### config.mk
export PLATFORM = sky130hd
export DESIGN_NAME = ht_traffic_gen
export DESIGN_NICKNAME = d
export VERILOG_FILES = /design/src/rtl/ht_tg_pkg.sv /design/src/rtl/ht_tg_lfsr.sv /design/src/rtl/ht_traffic_gen.sv
export SDC_FILE = /design/constraint.sdc
export NUM_CORES = 1
export LEC_CHECK = 0
export ABC_AREA = 1
export BUFFER_PORTS_ARGS = -buffer_cell sky130_fd_sc_hd__buf_2
export CAP_MARGIN = 10
export CORE_ASPECT_RATIO = 2
export CORE_MARGIN = 2
export CORE_UTILIZATION = 44
export CTS_CLUSTER_DIAMETER = 60
export DETAILED_ROUTE_END_ITERATION = 16
export GPL_TIMING_DRIVEN = 0
export PLACE_DENSITY = 0.71
export REMOVE_ABC_BUFFERS = 1
export SYNTH_ARGS = -nofsm -noshare
export SYNTH_HDL_FRONTEND = slang
export SYNTH_SLANG_ARGS = --single-unit
### constraint.sdc
create_clock -name clk_i -period 6.5 [get_ports clk_i]
set_input_delay 0 -clock clk_i [delete_from_list [all_inputs] [get_ports clk_i]]
set_output_delay 0 -clock clk_i [all_outputs]
set_load 0.05 [all_outputs]
### src/rtl/ht_tg_pkg.sv
// Shared types and pure helpers for the hash-table traffic generator.
// Latency: n/a (package only: types, constants, combinational functions).
// Backpressure: n/a.
package ht_tg_pkg;

    // Same encoding as the hash_table command channel.
    typedef enum logic [1:0] {
        HT_SEARCH = 2'd0,
        HT_INSERT = 2'd1,
        HT_DELETE = 2'd2
    } ht_opcode_t;

    typedef enum logic [1:0] {
        IDLE  = 2'd0,
        RUN   = 2'd1,
        DRAIN = 2'd2
    } tg_state_t;

    // Right-shifting Galois toggle mask for x^32 + x^22 + x^2 + x + 1.
    localparam logic [31:0] LFSR_TAPS = 32'h8020_0003;

    function automatic logic [31:0] lfsr_step(input logic [31:0] s);
        return {1'b0, s[31:1]} ^ (s[0] ? LFSR_TAPS : 32'h0);
    endfunction

    // Smallest 2^n-1 that is >= m.
    function automatic logic [31:0] pow2_mask(input logic [31:0] m);
        logic [31:0] r;
        r = m;
        r = r | (r >> 1);
        r = r | (r >> 2);
        r = r | (r >> 4);
        r = r | (r >> 8);
        r = r | (r >> 16);
        return r;
    endfunction

    // Masking first bounds raw to <= 2*max+1, so a single subtract lands in 0..max.
    function automatic logic [31:0] range_fold(input logic [31:0] raw, input logic [31:0] max);
        logic [31:0] r;
        r = raw & pow2_mask(max);
        if (r > max)
            r = r - (max + 32'd1);
        return r;
    endfunction

    // v==3 aliases to SEARCH; a disabled pick walks forward cyclically to the next enabled op.
    function automatic ht_opcode_t op_select(input logic [1:0] v, input logic [2:0] mask);
        logic [1:0] idx;
        logic       found;
        ht_opcode_t op;
        idx   = (v == 2'd3) ? 2'd0 : v;
        found = 1'b0;
        op    = HT_SEARCH;
        for (int i = 0; i < 3; i++) begin
            if (!found && mask[idx]) begin
                op    = ht_opcode_t'(idx);
                found = 1'b1;
            end
            idx = (idx == 2'd2) ? 2'd0 : idx + 2'd1;
        end
        return op;
    endfunction

    // Sweep order per key: 0=INSERT, 1=SEARCH, 2=DELETE.
    function automatic ht_opcode_t seq_op(input logic [1:0] idx);
        case (idx)
            2'd0:    return HT_INSERT;
            2'd1:    return HT_SEARCH;
            default: return HT_DELETE;
        endcase
    endfunction

    // mask bit layout is {DELETE, INSERT, SEARCH}.
    function automatic logic seq_en(input logic [1:0] idx, input logic [2:0] mask);
        case (idx)
            2'd0:    return mask[1];
            2'd1:    return mask[0];
            default: return mask[2];
        endcase
    endfunction

endpackage

### src/rtl/ht_tg_lfsr.sv
// 32-bit Galois LFSR with synchronous load and single-step advance.
// Latency: load/advance visible on q the cycle after the request.
// Backpressure: none; holds its value when neither load nor advance is set.
// Ports: clk, rst (async, active-high), load/load_val, advance, q (current state).
module ht_tg_lfsr
    import ht_tg_pkg::*;
#(
    parameter logic [31:0] RESET_VAL = 32'hACE1_2345
) (
    input  logic        clk,
    input  logic        rst,
    input  logic        load,
    input  logic [31:0] load_val,
    input  logic        advance,
    output logic [31:0] q
);

    always_ff @(posedge clk or posedge rst) begin
        if (rst)
            q <= RESET_VAL;
        else if (load)
            q <= load_val;
        else if (advance)
            q <= lfsr_step(q);
    end

endmodule

### src/rtl/ht_traffic_gen.sv
// Hash-table command generator (random or sequential sweep) with result counting and drain timeout.
// Latency: first command valid one cycle after start_i; next command registered on each accept.
// Backpressure: cmd_valid_o and payload hold until cmd_ready_i; results always accepted (res_ready_o=1).
// Ports: clk_i/rst_i; run control start_i/abort_i/mode_i/op_mask_i/num_cmds_i/max_bucket_i/max_key_i/seed_i;
//        command channel cmd_*; result channel res_valid_i/res_ready_o;
//        status busy_o/done_o/timeout_o/err_o and per-run sent_cnt_o/recv_cnt_o.
module ht_traffic_gen
    import ht_tg_pkg::*;
#(
    parameter int          KEY_WIDTH      = 32,
    parameter int          VALUE_WIDTH    = 16,
    parameter int          BUCKET_WIDTH   = 8,
    parameter int          CNT_WIDTH      = 16,
    parameter int          TIMEOUT_CYCLES = 1024,
    parameter logic [31:0] LFSR_SEED      = 32'hACE1_2345
) (
    input  logic                              clk_i,
    input  logic                              rst_i,
    input  logic                              start_i,
    input  logic                              abort_i,
    input  logic                              mode_i,
    input  logic [2:0]                        op_mask_i,
    input  logic [CNT_WIDTH-1:0]              num_cmds_i,
    input  logic [BUCKET_WIDTH-1:0]           max_bucket_i,
    input  logic [KEY_WIDTH-BUCKET_WIDTH-1:0] max_key_i,
    input  logic [31:0]                       seed_i,
    output logic                              cmd_valid_o,
    input  logic                              cmd_ready_i,
    output ht_opcode_t                        cmd_opcode_o,
    output logic [KEY_WIDTH-1:0]              cmd_key_o,
    output logic [VALUE_WIDTH-1:0]            cmd_value_o,
    input  logic                              res_valid_i,
    output logic                              res_ready_o,
    output logic                              busy_o,
    output logic                              done_o,
    output logic                              timeout_o,
    output logic                              err_o,
    output logic [CNT_WIDTH-1:0]              sent_cnt_o,
    output logic [CNT_WIDTH-1:0]              recv_cnt_o
);

    localparam int KLW = KEY_WIDTH - BUCKET_WIDTH;
    localparam int TW  = $clog2(TIMEOUT_CYCLES + 1);

    tg_state_t state_q, state_nxt;

    logic                    cmd_valid_q;
    ht_opcode_t              cmd_op_q;
    logic [KEY_WIDTH-1:0]    cmd_key_q;
    logic [VALUE_WIDTH-1:0]  cmd_val_q;
    logic [CNT_WIDTH-1:0]    sent_q, recv_q;
    logic                    done_q, err_q, timeout_q, abort_q;
    logic [TW-1:0]           idle_q;

    // Run configuration captured at start.
    logic                    mode_q;
    logic [2:0]              mask_q;
    logic [CNT_WIDTH-1:0]    num_q;
    logic [BUCKET_WIDTH-1:0] maxb_q;
    logic [KLW-1:0]          maxk_q;

    // Sweep position of the next command to generate.
    logic [1:0]              seq_ph_q;
    logic [BUCKET_WIDTH-1:0] seq_b_q;
    logic [KLW-1:0]          seq_k_q;

    logic [31:0]             lfsr_q;

    // FSM decisions.
    logic start_go, start_zero, start_bad, gen_next, to_drain, drain_done, drain_tmo;

    logic                 accept, last_accept, abort_any;
    logic [CNT_WIDTH-1:0] sent_inc, recv_inc;

    assign accept      = cmd_valid_q & cmd_ready_i;
    assign sent_inc    = (&sent_q) ? sent_q : sent_q + CNT_WIDTH'(1);
    assign recv_inc    = (&recv_q) ? recv_q : recv_q + CNT_WIDTH'(1);
    assign last_accept = (sent_inc == num_q);
    // Latched so a short abort pulse during a stall is not lost.
    assign abort_any   = abort_i | abort_q;

    always_ff @(posedge clk_i or posedge rst_i) begin
        if (rst_i)
            state_q <= IDLE;
        else
            state_q <= state_nxt;
    end

    always_comb begin
        state_nxt  = state_q;
        start_go   = 1'b0;
        start_zero = 1'b0;
        start_bad  = 1'b0;
        gen_next   = 1'b0;
        to_drain   = 1'b0;
        drain_done = 1'b0;
        drain_tmo  = 1'b0;
        case (state_q)
            IDLE: begin
                // A start coinciding with the done pulse is dropped.
                if (start_i && !done_q) begin
                    if (op_mask_i == 3'b000)
                        start_bad = 1'b1;
                    else if (num_cmds_i == '0)
                        start_zero = 1'b1;
                    else begin
                        start_go  = 1'b1;
                        state_nxt = RUN;
                    end
                end
            end
            RUN: begin
                if (accept) begin
                    if (last_accept || abort_any) begin
                        to_drain  = 1'b1;
                        state_nxt = DRAIN;
                    end else begin
                        gen_next = 1'b1;
                    end
                end
            end
            DRAIN: begin
                if (recv_q >= sent_q) begin
                    drain_done = 1'b1;
                    state_nxt  = IDLE;
                end else if (!res_valid_i && idle_q == TW'(TIMEOUT_CYCLES - 1)) begin
                    drain_tmo = 1'b1;
                    state_nxt = IDLE;
                end
            end
            default: state_nxt = IDLE;
        endcase
    end

    // During the start cycle the generator works from the live inputs; afterwards from the latched copy.
    logic                    cfg_mode;
    logic [2:0]              cfg_mask;
    logic [BUCKET_WIDTH-1:0] cfg_maxb;
    logic [KLW-1:0]          cfg_maxk;
    logic [31:0]             seed_eff, gen_src;

    assign cfg_mode = start_go ? mode_i       : mode_q;
    assign cfg_mask = start_go ? op_mask_i    : mask_q;
    assign cfg_maxb = start_go ? max_bucket_i : maxb_q;
    assign cfg_maxk = start_go ? max_key_i    : maxk_q;
    assign seed_eff = (seed_i == 32'h0) ? LFSR_SEED : seed_i;
    // The first command uses the seed itself; the LFSR is loaded one step ahead of it.
    assign gen_src  = start_go ? seed_eff : lfsr_q;

    ht_tg_lfsr #(
        .RESET_VAL (LFSR_SEED)
    ) u_lfsr (
        .clk      (clk_i),
        .rst      (rst_i),
        .load     (start_go),
        .load_val (lfsr_step(seed_eff)),
        .advance  (gen_next),
        .q        (lfsr_q)
    );

    ht_opcode_t              gen_op;
    logic [KEY_WIDTH-1:0]    gen_key;
    logic [VALUE_WIDTH-1:0]  gen_val;
    logic [1:0]              first_ph, cur_ph, nxt_ph;
    logic [BUCKET_WIDTH-1:0] cur_b, nxt_b, rnd_b;
    logic [KLW-1:0]          cur_k, nxt_k, rnd_k;
    logic                    found;

    always_comb begin
        first_ph = 2'd0;
        cur_ph   = seq_ph_q;
        cur_b    = seq_b_q;
        cur_k    = seq_k_q;
        nxt_ph   = seq_ph_q;
        nxt_b    = seq_b_q;
        nxt_k    = seq_k_q;
        found    = 1'b0;
        rnd_b    = '0;
        rnd_k    = '0;
        gen_op   = HT_SEARCH;
        gen_key  = '0;
        gen_val  = '0;

        for (int i = 2; i >= 0; i--) begin
            if (seq_en(2'(i), cfg_mask))
                first_ph = 2'(i);
        end

        if (start_go) begin
            cur_ph = first_ph;
            cur_b  = '0;
            cur_k  = '0;
        end

        // Later enabled op on the same key, otherwise step the key and restart the op order.
        for (int i = 0; i < 3; i++) begin
            if (!found && 2'(i) > cur_ph && seq_en(2'(i), cfg_mask)) begin
                nxt_ph = 2'(i);
                found  = 1'b1;
            end
        end
        if (found) begin
            nxt_b = cur_b;
            nxt_k = cur_k;
        end else begin
            nxt_ph = first_ph;
            if (cur_k == cfg_maxk) begin
                nxt_k = '0;
                nxt_b = (cur_b == cfg_maxb) ? '0 : cur_b + BUCKET_WIDTH'(1);
            end else begin
                nxt_k = cur_k + KLW'(1);
                nxt_b = cur_b;
            end
        end

        rnd_b = BUCKET_WIDTH'(range_fold(32'(gen_src[31-:BUCKET_WIDTH]), 32'(cfg_maxb)));
        rnd_k = KLW'(range_fold(gen_src, 32'(cfg_maxk)));

        if (cfg_mode) begin
            gen_op  = seq_op(cur_ph);
            gen_key = {cur_b, cur_k};
            // Value tags the command with its index within the run.
            gen_val = start_go ? '0 : VALUE_WIDTH'(sent_inc);
        end else begin
            gen_op  = op_select(gen_src[9:8], cfg_mask);
            gen_key = {rnd_b, rnd_k};
            gen_val = gen_src[VALUE_WIDTH-1:0] ^ gen_src[31-:VALUE_WIDTH];
        end
    end

    always_ff @(posedge clk_i or posedge rst_i) begin
        if (rst_i) begin
            cmd_valid_q <= 1'b0;
            cmd_op_q    <= HT_SEARCH;
            cmd_key_q   <= '0;
            cmd_val_q   <= '0;
            sent_q      <= '0;
            recv_q      <= '0;
            done_q      <= 1'b0;
            err_q       <= 1'b0;
            timeout_q   <= 1'b0;
            abort_q     <= 1'b0;
            idle_q      <= '0;
            mode_q      <= 1'b0;
            mask_q      <= '0;
            num_q       <= '0;
            maxb_q      <= '0;
            maxk_q      <= '0;
            seq_ph_q    <= '0;
            seq_b_q     <= '0;
            seq_k_q     <= '0;
        end else begin
            done_q <= drain_done | drain_tmo | start_zero;
            err_q  <= start_bad | ((state_q == IDLE) & res_valid_i);

            if (start_go || start_zero) begin
                sent_q    <= '0;
                recv_q    <= '0;
                timeout_q <= 1'b0;
                abort_q   <= 1'b0;
            end
            if (drain_tmo)
                timeout_q <= 1'b1;

            if (start_go) begin
                mode_q <= mode_i;
                mask_q <= op_mask_i;
                num_q  <= num_cmds_i;
                maxb_q <= max_bucket_i;
                maxk_q <= max_key_i;
            end

            if (start_go || gen_next) begin
                cmd_valid_q <= 1'b1;
                cmd_op_q    <= gen_op;
                cmd_key_q   <= gen_key;
                cmd_val_q   <= gen_val;
                seq_ph_q    <= nxt_ph;
                seq_b_q     <= nxt_b;
                seq_k_q     <= nxt_k;
            end else if (to_drain) begin
                cmd_valid_q <= 1'b0;
            end

            if (state_q == RUN && accept)
                sent_q <= sent_inc;
            if (state_q != IDLE && res_valid_i)
                recv_q <= recv_inc;
            if (state_q == RUN && abort_i)
                abort_q <= 1'b1;

            if (state_q == DRAIN && !res_valid_i)
                idle_q <= idle_q + TW'(1);
            else
                idle_q <= '0;
        end
    end

    assign cmd_valid_o  = cmd_valid_q;
    assign cmd_opcode_o = cmd_op_q;
    assign cmd_key_o    = cmd_key_q;
    assign cmd_value_o  = cmd_val_q;
    assign res_ready_o  = 1'b1;
    assign busy_o       = (state_q != IDLE);
    assign done_o       = done_q;
    assign timeout_o    = timeout_q;
    assign err_o        = err_q;
    assign sent_cnt_o   = sent_q;
    assign recv_cnt_o   = recv_q;

endmodule

Word level (Yosys, flattened, before mapping)
Index checks and enable logic that the tools add are counted.
{"block": "totals", "input_bits": 90, "n_memories": 0, "ram_bits": 0, "mem_bits_ro": 0, "elab_cells": 211, "regBits": 218, "latch_bits": 0, "out_inout_bits": 88}
{"block": "op_classes", "n_reduce_logical": 39, "n_addsub": 11, "bitwise_logic": 21, "eq_ne": 18, "muxes": 92, "shifts": 0, "n_mul": 0, "div_mod_pow": 0, "order_cmp": 9}
{"operator": "2-to-1 mux 32 bit", "n": 7}
{"operator": "2-to-1 mux 24 bit", "n": 5}
{"operator": "2-to-1 mux 16 bit", "n": 7}
{"operator": "XOR 31 x 32 -> 32 bit", "n": 2}
{"operator": "adder 24 x 1 -> 24 bit (second input constant)", "n": 2}
{"operator": "2-to-1 mux 8 bit", "n": 6}
{"operator": "2-to-1 mux 2 bit", "n": 22}
{"operator": "2-to-1 mux 1 bit", "n": 38}
{"operator": "adder 16 x 1 -> 16 bit (second input constant)", "n": 2}
{"operator": "bitwise AND 32 x 24 -> 32 bit", "n": 1}
{"operator": "greater-than comparator 32 x 24 -> 1 bit", "n": 1}
{"operator": "zero test 32 bit", "n": 1}
{"operator": "AND reduction 16 bit", "n": 2}
{"operator": "== test 24 bit", "n": 1}
{"operator": "OR 24 x 16 -> 24 bit", "n": 1}
{"operator": "OR 24 x 20 -> 24 bit", "n": 1}
{"operator": "OR 24 x 22 -> 24 bit", "n": 1}
{"operator": "OR 24 x 23 -> 24 bit", "n": 1}
{"operator": "OR 24 x 8 -> 24 bit", "n": 1}
{"operator": "subtractor 24 bit", "n": 1}
{"operator": "adder 8 x 1 -> 8 bit (second input constant)", "n": 2}
{"operator": "== test 16 bit", "n": 1}
{"operator": "greater-or-equal comparator 16 bit", "n": 1}
{"operator": "zero test 16 bit", "n": 1}
{"operator": "other kinds (35)", "n": 82}

Logic depth before layout (Yosys ltp)
{"block": "logic_depth", "depth_word": 23, "mapped_depth": 39, "mapped_depth_nobuf": 36}

Cells and area by module
Synthesis repeated with hierarchy kept, for this count alone.
{"block": "hier_totals", "hier_cells": 2562, "hier_area_um2": 16661.0}
{"mod": "ht_traffic_gen", "seq_area_each_um2": 4654.5, "n_inst": 1, "area_per_inst_um2": 15189.6, "cells_per_inst": 2375}
{"mod": "ht_tg_lfsr", "seq_area_each_um2": 818.3, "n_inst": 1, "area_per_inst_um2": 1471.4, "cells_per_inst": 187}

Least setup slack after synthesis
No wires, ideal clock.
{"block": "synth_path", "kind": "register -> register", "startpoint": "reg done_q, in the netlist done_o", "endpoint": "reg cmd_key_q[20], in the netlist cmd_key_o[20]", "arrival_time_ns": 3.942, "path_buffers": 4, "stages_incl_launch_ff": 30, "required_ns": 6.382, "period_less_slack_ns": 4.059, "setup_ns": 0.118, "slack_ns": 2.441, "cell_sequence": "dfrtp_1 -> nor2_1 -> nand2_2 -> nor2_8 -> nand2_2 -> buf_6 -> buf_4 -> buf_2 -> buf_2 -> nor2_1 -> nor2_1 -> inv_1 -> nand2_1 -> inv_1 -> ha_1 -> inv_1 -> fa_1 -> o21ai_0 -> nand2_1 -> and2_1 -> o21ai_0 -> nand2_1 -> nand2_1 -> nand2_1 -> nand2_1 -> nand3_1 -> nand3_1 -> nand2_1 -> nand2_1 -> nand2_1"}
{"block": "synth_via", "elab_chain_cells": 14, "elab_cells_between_ends": 20, "classes_between": "add/sub (2); order compare (1); mux (8); bitwise (6); reduce/logical (3)"}
{"item": "from (decl)", "line_no": "ht_traffic_gen.sv:52", "rtl": "logic done_q, err_q, timeout_q, abort_q;"}
{"item": "from (signal assigned)", "line_no": "ht_traffic_gen.sv:253", "rtl": "done_q <= drain_done | drain_tmo | start_zero;"}
{"item": "zero test 1 bit *", "line_no": "ht_traffic_gen.sv:101", "rtl": "if (start_i && !done_q) begin"}
{"item": "logical AND 1 bit *", "line_no": "ht_traffic_gen.sv:101"}
{"item": "2-to-1 mux 1 bit *", "line_no": "ht_traffic_gen.sv:101"}
{"item": "2-to-1 mux 1 bit *", "line_no": "ht_traffic_gen.sv:98", "rtl": "case (state_q)"}
{"item": "parallel branches: the longest is 10 deep, another holds adder 24 x 1 -> 24 bit"}
{"item": "to (signal assigned)", "line_no": "ht_traffic_gen.sv:276", "rtl": "cmd_key_q <= gen_key;"}
{"item": "to (decl)", "line_no": "ht_traffic_gen.sv:49", "rtl": "logic [KEY_WIDTH-1:0] cmd_key_q;"}
Mark *: on every way between the ends.
A chain may end at the register's enable or synchronous reset.

Worst setup path after layout
{"block": "layout_path", "startpoint": "reg done_q, in the netlist done_o", "endpoint": "reg cmd_key_q[0], in the netlist cmd_key_o[0]"}
{"block": "layout_via", "elab_chain_cells": 14, "elab_cells_between_ends": 20, "classes_between": "add/sub (2); order compare (1); mux (8); bitwise (6); reduce/logical (3)"}
{"item": "zero test 1 bit *", "line_no": "ht_traffic_gen.sv:101"}
{"item": "logical AND 1 bit *", "line_no": "ht_traffic_gen.sv:101"}
{"item": "2-to-1 mux 1 bit *", "line_no": "ht_traffic_gen.sv:101"}
{"item": "2-to-1 mux 1 bit *", "line_no": "ht_traffic_gen.sv:98"}
{"item": "2-to-1 mux 24 bit *"}
{"item": "via cfg_maxk[23]", "line_no": "ht_traffic_gen.sv:139", "rtl": "logic [KLW-1:0] cfg_maxk;"}
{"item": "OR 24 x 23 -> 24 bit", "line_no": "ht_tg_pkg.sv:30", "rtl": "r = r | (r >> 1);"}
{"item": "OR 24 x 22 -> 24 bit", "line_no": "ht_tg_pkg.sv:31", "rtl": "r = r | (r >> 2);"}
{"item": "OR 24 x 20 -> 24 bit", "line_no": "ht_tg_pkg.sv:32", "rtl": "r = r | (r >> 4);"}
{"item": "OR 24 x 16 -> 24 bit", "line_no": "ht_tg_pkg.sv:33", "rtl": "r = r | (r >> 8);"}
{"item": "OR 24 x 8 -> 24 bit", "line_no": "ht_tg_pkg.sv:34", "rtl": "r = r | (r >> 16);"}
{"item": "bitwise AND 32 x 24 -> 32 bit", "line_no": "ht_tg_pkg.sv:41", "rtl": "r = raw & pow2_mask(max);"}
{"item": "greater-than comparator 32 x 24 -> 1 bit or subtractor 24 bit (tied branches)", "line_no": "ht_tg_pkg.sv:42, ht_tg_pkg.sv:43"}
{"item": "2-to-1 mux 24 bit *", "line_no": "ht_tg_pkg.sv:42", "rtl": "if (r > max)"}
{"item": "2-to-1 mux 32 bit *", "line_no": "ht_traffic_gen.sv:219", "rtl": "if (cfg_mode) begin"}
The timed path passes the listed nets; every way through them passes the cells marked *.

==> flow_metrics.tcl <==
set metrics [dict create \
    synth_top_area_share_pct 30.9 \
    finalSetupViolCount 0 \
    p_total_mw 10.3 \
    vias 17698 \
    fmax_mhz 169 \
    drtPass1Iterations 6 \
    final_area_sq_um 19100 \
    p_sw_mw 5.80 \
    p_int_mw 4.51 \
    regArea_sq_um 5470 \
    syn_area_per_cell_sq_um 6.47 \
    r2r_start "done_o" \
    maxSlewViolCount 0 \
    netlist_top_cells_area "dfrtp_1 31%, nand2_1 20%, nand3_1 7.8%, inv_1 7.5%, nor2_1 4.5%" \
    rsz0062_at_grt "false" \
    place_inst 3102 \
    die_y_um 278 \
    path_buf_inv 3 \
    grt-ovfl-total 0 \
    num_io_pins 178 \
    clock-sinks 218 \
    crit_family "simple AND/OR/NAND/NOR gates" \
    top_usage_layer "met2" \
    start_util_pct 44.4 \
    cellPowerDensity_nw_per_um2 541 \
    grt_pass1_wl_um 94800 \
    cts_root_buffer "clkbuf_16" \
    min_period_over_period_pct 91.2 \
    path_depth 32 \
    hold_ws_ns 0.0253 \
    worstMarginPinSlew_ns 1.19 \
    ys_top_cells_by_count "900 x nand2_1, 332 x inv_1, 258 x nand3_1" \
    period_needed_ns 5.93 \
    grt_use_met2_pct 57.2 \
    drt-wirelength-per-cell_um 19.3 \
    cp_data_required_time_ns 6.96 \
    die-width_um 141 \
    met3_usage_pct 3.09 \
    grt.total_usage_pct 31.0 \
    place_congestion 0.967 \
    crit_path_start_kind "flip-flop" \
    postCtsSetupBuffers 0 \
    cp.arrival_ns 6.39 \
    setup.worst_path.start "done_o" \
    row_count 100 \
    area_growth_pct 15.6 \
    path_max_fanout 82 \
    dpl_cell_area_sq_um 17500 \
    netlist_instances 2550 \
    drv_cap 0 \
    status "finished, final reports clean" \
    end_kind "flip-flop" \
    dieArea_sq_um 39200 \
    place_worst_setup_slack_ns -1.26 \
    final_antenna_net_count 0 \
    path_class "flip-flop to flip-flop" \
    multi_input_area_sq_um 9240 \
    syn_area_sq_um 16500 \
    antenna_cells 0 \
    p_seq_share_pct 20.0 \
    viasPerCell 5.50 \
    routed_wl_um 62100 \
    p_clk_share_pct 13.0 \
    cts_buffers 23 \
    final_util_pct 51.3 \
    antenna_found_initial 0 \
    r2r_end "cmd_key_o[0]" \
    ys_seq_elements 218 \
    cts_max_level 1 \
    cts_tree "done" \
    grt_pass1_vias 17906 \
    layout.cells.non_filler 3217 \
    drc 0 \
    fin_skew_ns 0.0107 \
    yosysSeqAreaShare_pct 33.2 \
    p_comb_share_pct 67.1 \
    synth_top_cell_by_area "dfrtp_1" \
    fillers 3742 \
    grt_max_degree 165 \
    slew_headroom_pct 20.7 \
    leakage_nw 10.2 \
    synth_edf_count 0 \
    critPathSlowestCell "nor2_8" \
    yosysMostFrequentCell "nand2_1" \
    synth_flop_cell "dfrtp_1" \
    fin_ws_ns 0.571 \
    cp_common_cell "nand2_1" \
    max_stage_delay_ns 0.43 \
    switching_share_pct 56.3 \
    final.setup.tns_ns 0 \
    path_clk_slew_ns 0.06 \
    fp.coreArea_sq_um 37200 \
    drt_iter0_markers 1377 \
    synth_warnings 0 \
    drive_gt1_share_pct 10.4 \
    insertion_delay_ns 0.55 \
    crit_end "cmd_key_o[0]" \
    ys_types 56 \
    reg2reg_setup_slack_ns 0.57 \
    ctsLongestPathBuffers 3 \
    ys_async_sr_fraction_pct 100 \
    irDropWorstVdd_uv 283 \
    portBuffers 176 \
    reg2reg_depth 32 \
    min_path_type "input port to asynchronous set/reset pin" \
    finalHoldViolations 0 \
    globalRouteMet1Util_pct 30.8 \
    dp_hpwl_um 46600 \
    nets 2892 \
]
## layer usage
layer	up-vias	part of all wire [%]
met4	0	9.8
met2	688	52
met3	253	4.9
met5	-	0
met1	8249	33
li1	8508	-
## worst reg2reg max path, delay by kind of cell (launching register included)
family | cells | cell delay (ns)
simple gates | 27 | 4.45
buf+inv | 3 | 0.44
flops | 1 | 0.37
fa+ha+maj | 1 | 0.37
compound gates | 1 | 0.24
## layout make-up
class                           instances  area share, %
Inverter                              340           6.77
Sequential cell                       218           28.7
Clock buffer                           36           3.54
Tap cell                              459           3.01
Clock inverter                          2          0.184
Multi-Input combinational cell       1906           48.5
Timing Repair Buffer                  256           9.35
## cells by family (layout without fill, tap and decap cells)
kind of cell               Yosys count  in the layout  synth area share (%)
DFF                                218            218                  33.2
buffers and inverters              427            634                  11.2
and+or+nand+nor                   1492           1493                  38.5
other                                1              1                0.0227
xor gates and xnor gates            44             44                  2.33
adders and majority gates           57             57                  4.41
AOI/OAI and AO/OA                  311            311                  10.4
## what timing repair did
item | 4_1_cts | 5_1_grt
setup endpoints to repair | 24 | 24
hold endpoints to repair | 255 | 0
cloned | 0 | 2
hold buffers | 74 | 0
pin swaps | 0 | 1
gates resized for setup | 4 | 3
## worst min-delay path by stage
stage / slack (ns) / startpoint / cells past startpoint / to
3_5_place_dp: 0.07 / rst_i / 2 / sent_cnt_o[2]
2_1_floorplan: 0.11 / num_cmds_i[10] / 2 / num_q[10]
6_report: 0.03 / rst_i / 3 / sent_cnt_o[2]
3_3_place_gp: 0.22 / num_cmds_i[10] / 3 / num_q[10]
4_1_cts: 0.008 / mode_i / 3 / mode_q
5_1_grt: 0.03 / mode_i / 3 / mode_q
## sequential cells by signal (all words and copies together), names as in the netlist
name / count
cmd_key_o: 32
err_o: 1
maxb_q: 8
recv_cnt_o: 16
abort_q: 1
seq_b_q: 8
cmd_valid_o: 1
seq_k_q: 24
idle_q: 11
maxk_q: 24
cmd_opcode_o: 2
mask_q: 3
num_q: 16
seq_ph_q: 2
sent_cnt_o: 16
state_q: 2
done_o: 1
cmd_value_o: 16
u_lfsr.q: 32
timeout_o: 1
mode_q: 1
## layout by cell type, fill, tap and decap left out, drive strengths merged, types with 37 or more instances in the layout
cell type,count
inv,340
clkbuf,37
o21ai,177
nand2,911
nand3,262
a21oi,68
ha,55
dfrtp,204
nor2,213
buf,181
dlygate4sd3,74
## power by group through the flow
| stage | clock network (mW) | logic [mW] | registers (mW) |
|---|---|---|---|
| CTS | 1.35 | 6.79 | 2.05 |
| detailed placement | 0 | 6.72 | 2.07 |
| global route | 1.40 | 7.61 | 2.10 |
| finish | 1.34 | 6.92 | 2.06 |
| floorplan | 0 | 4.17 | 2.52 |
| global placement | 0 | 6.61 | 2.06 |
Note: power is estimated with default switching activity, not from simulation.
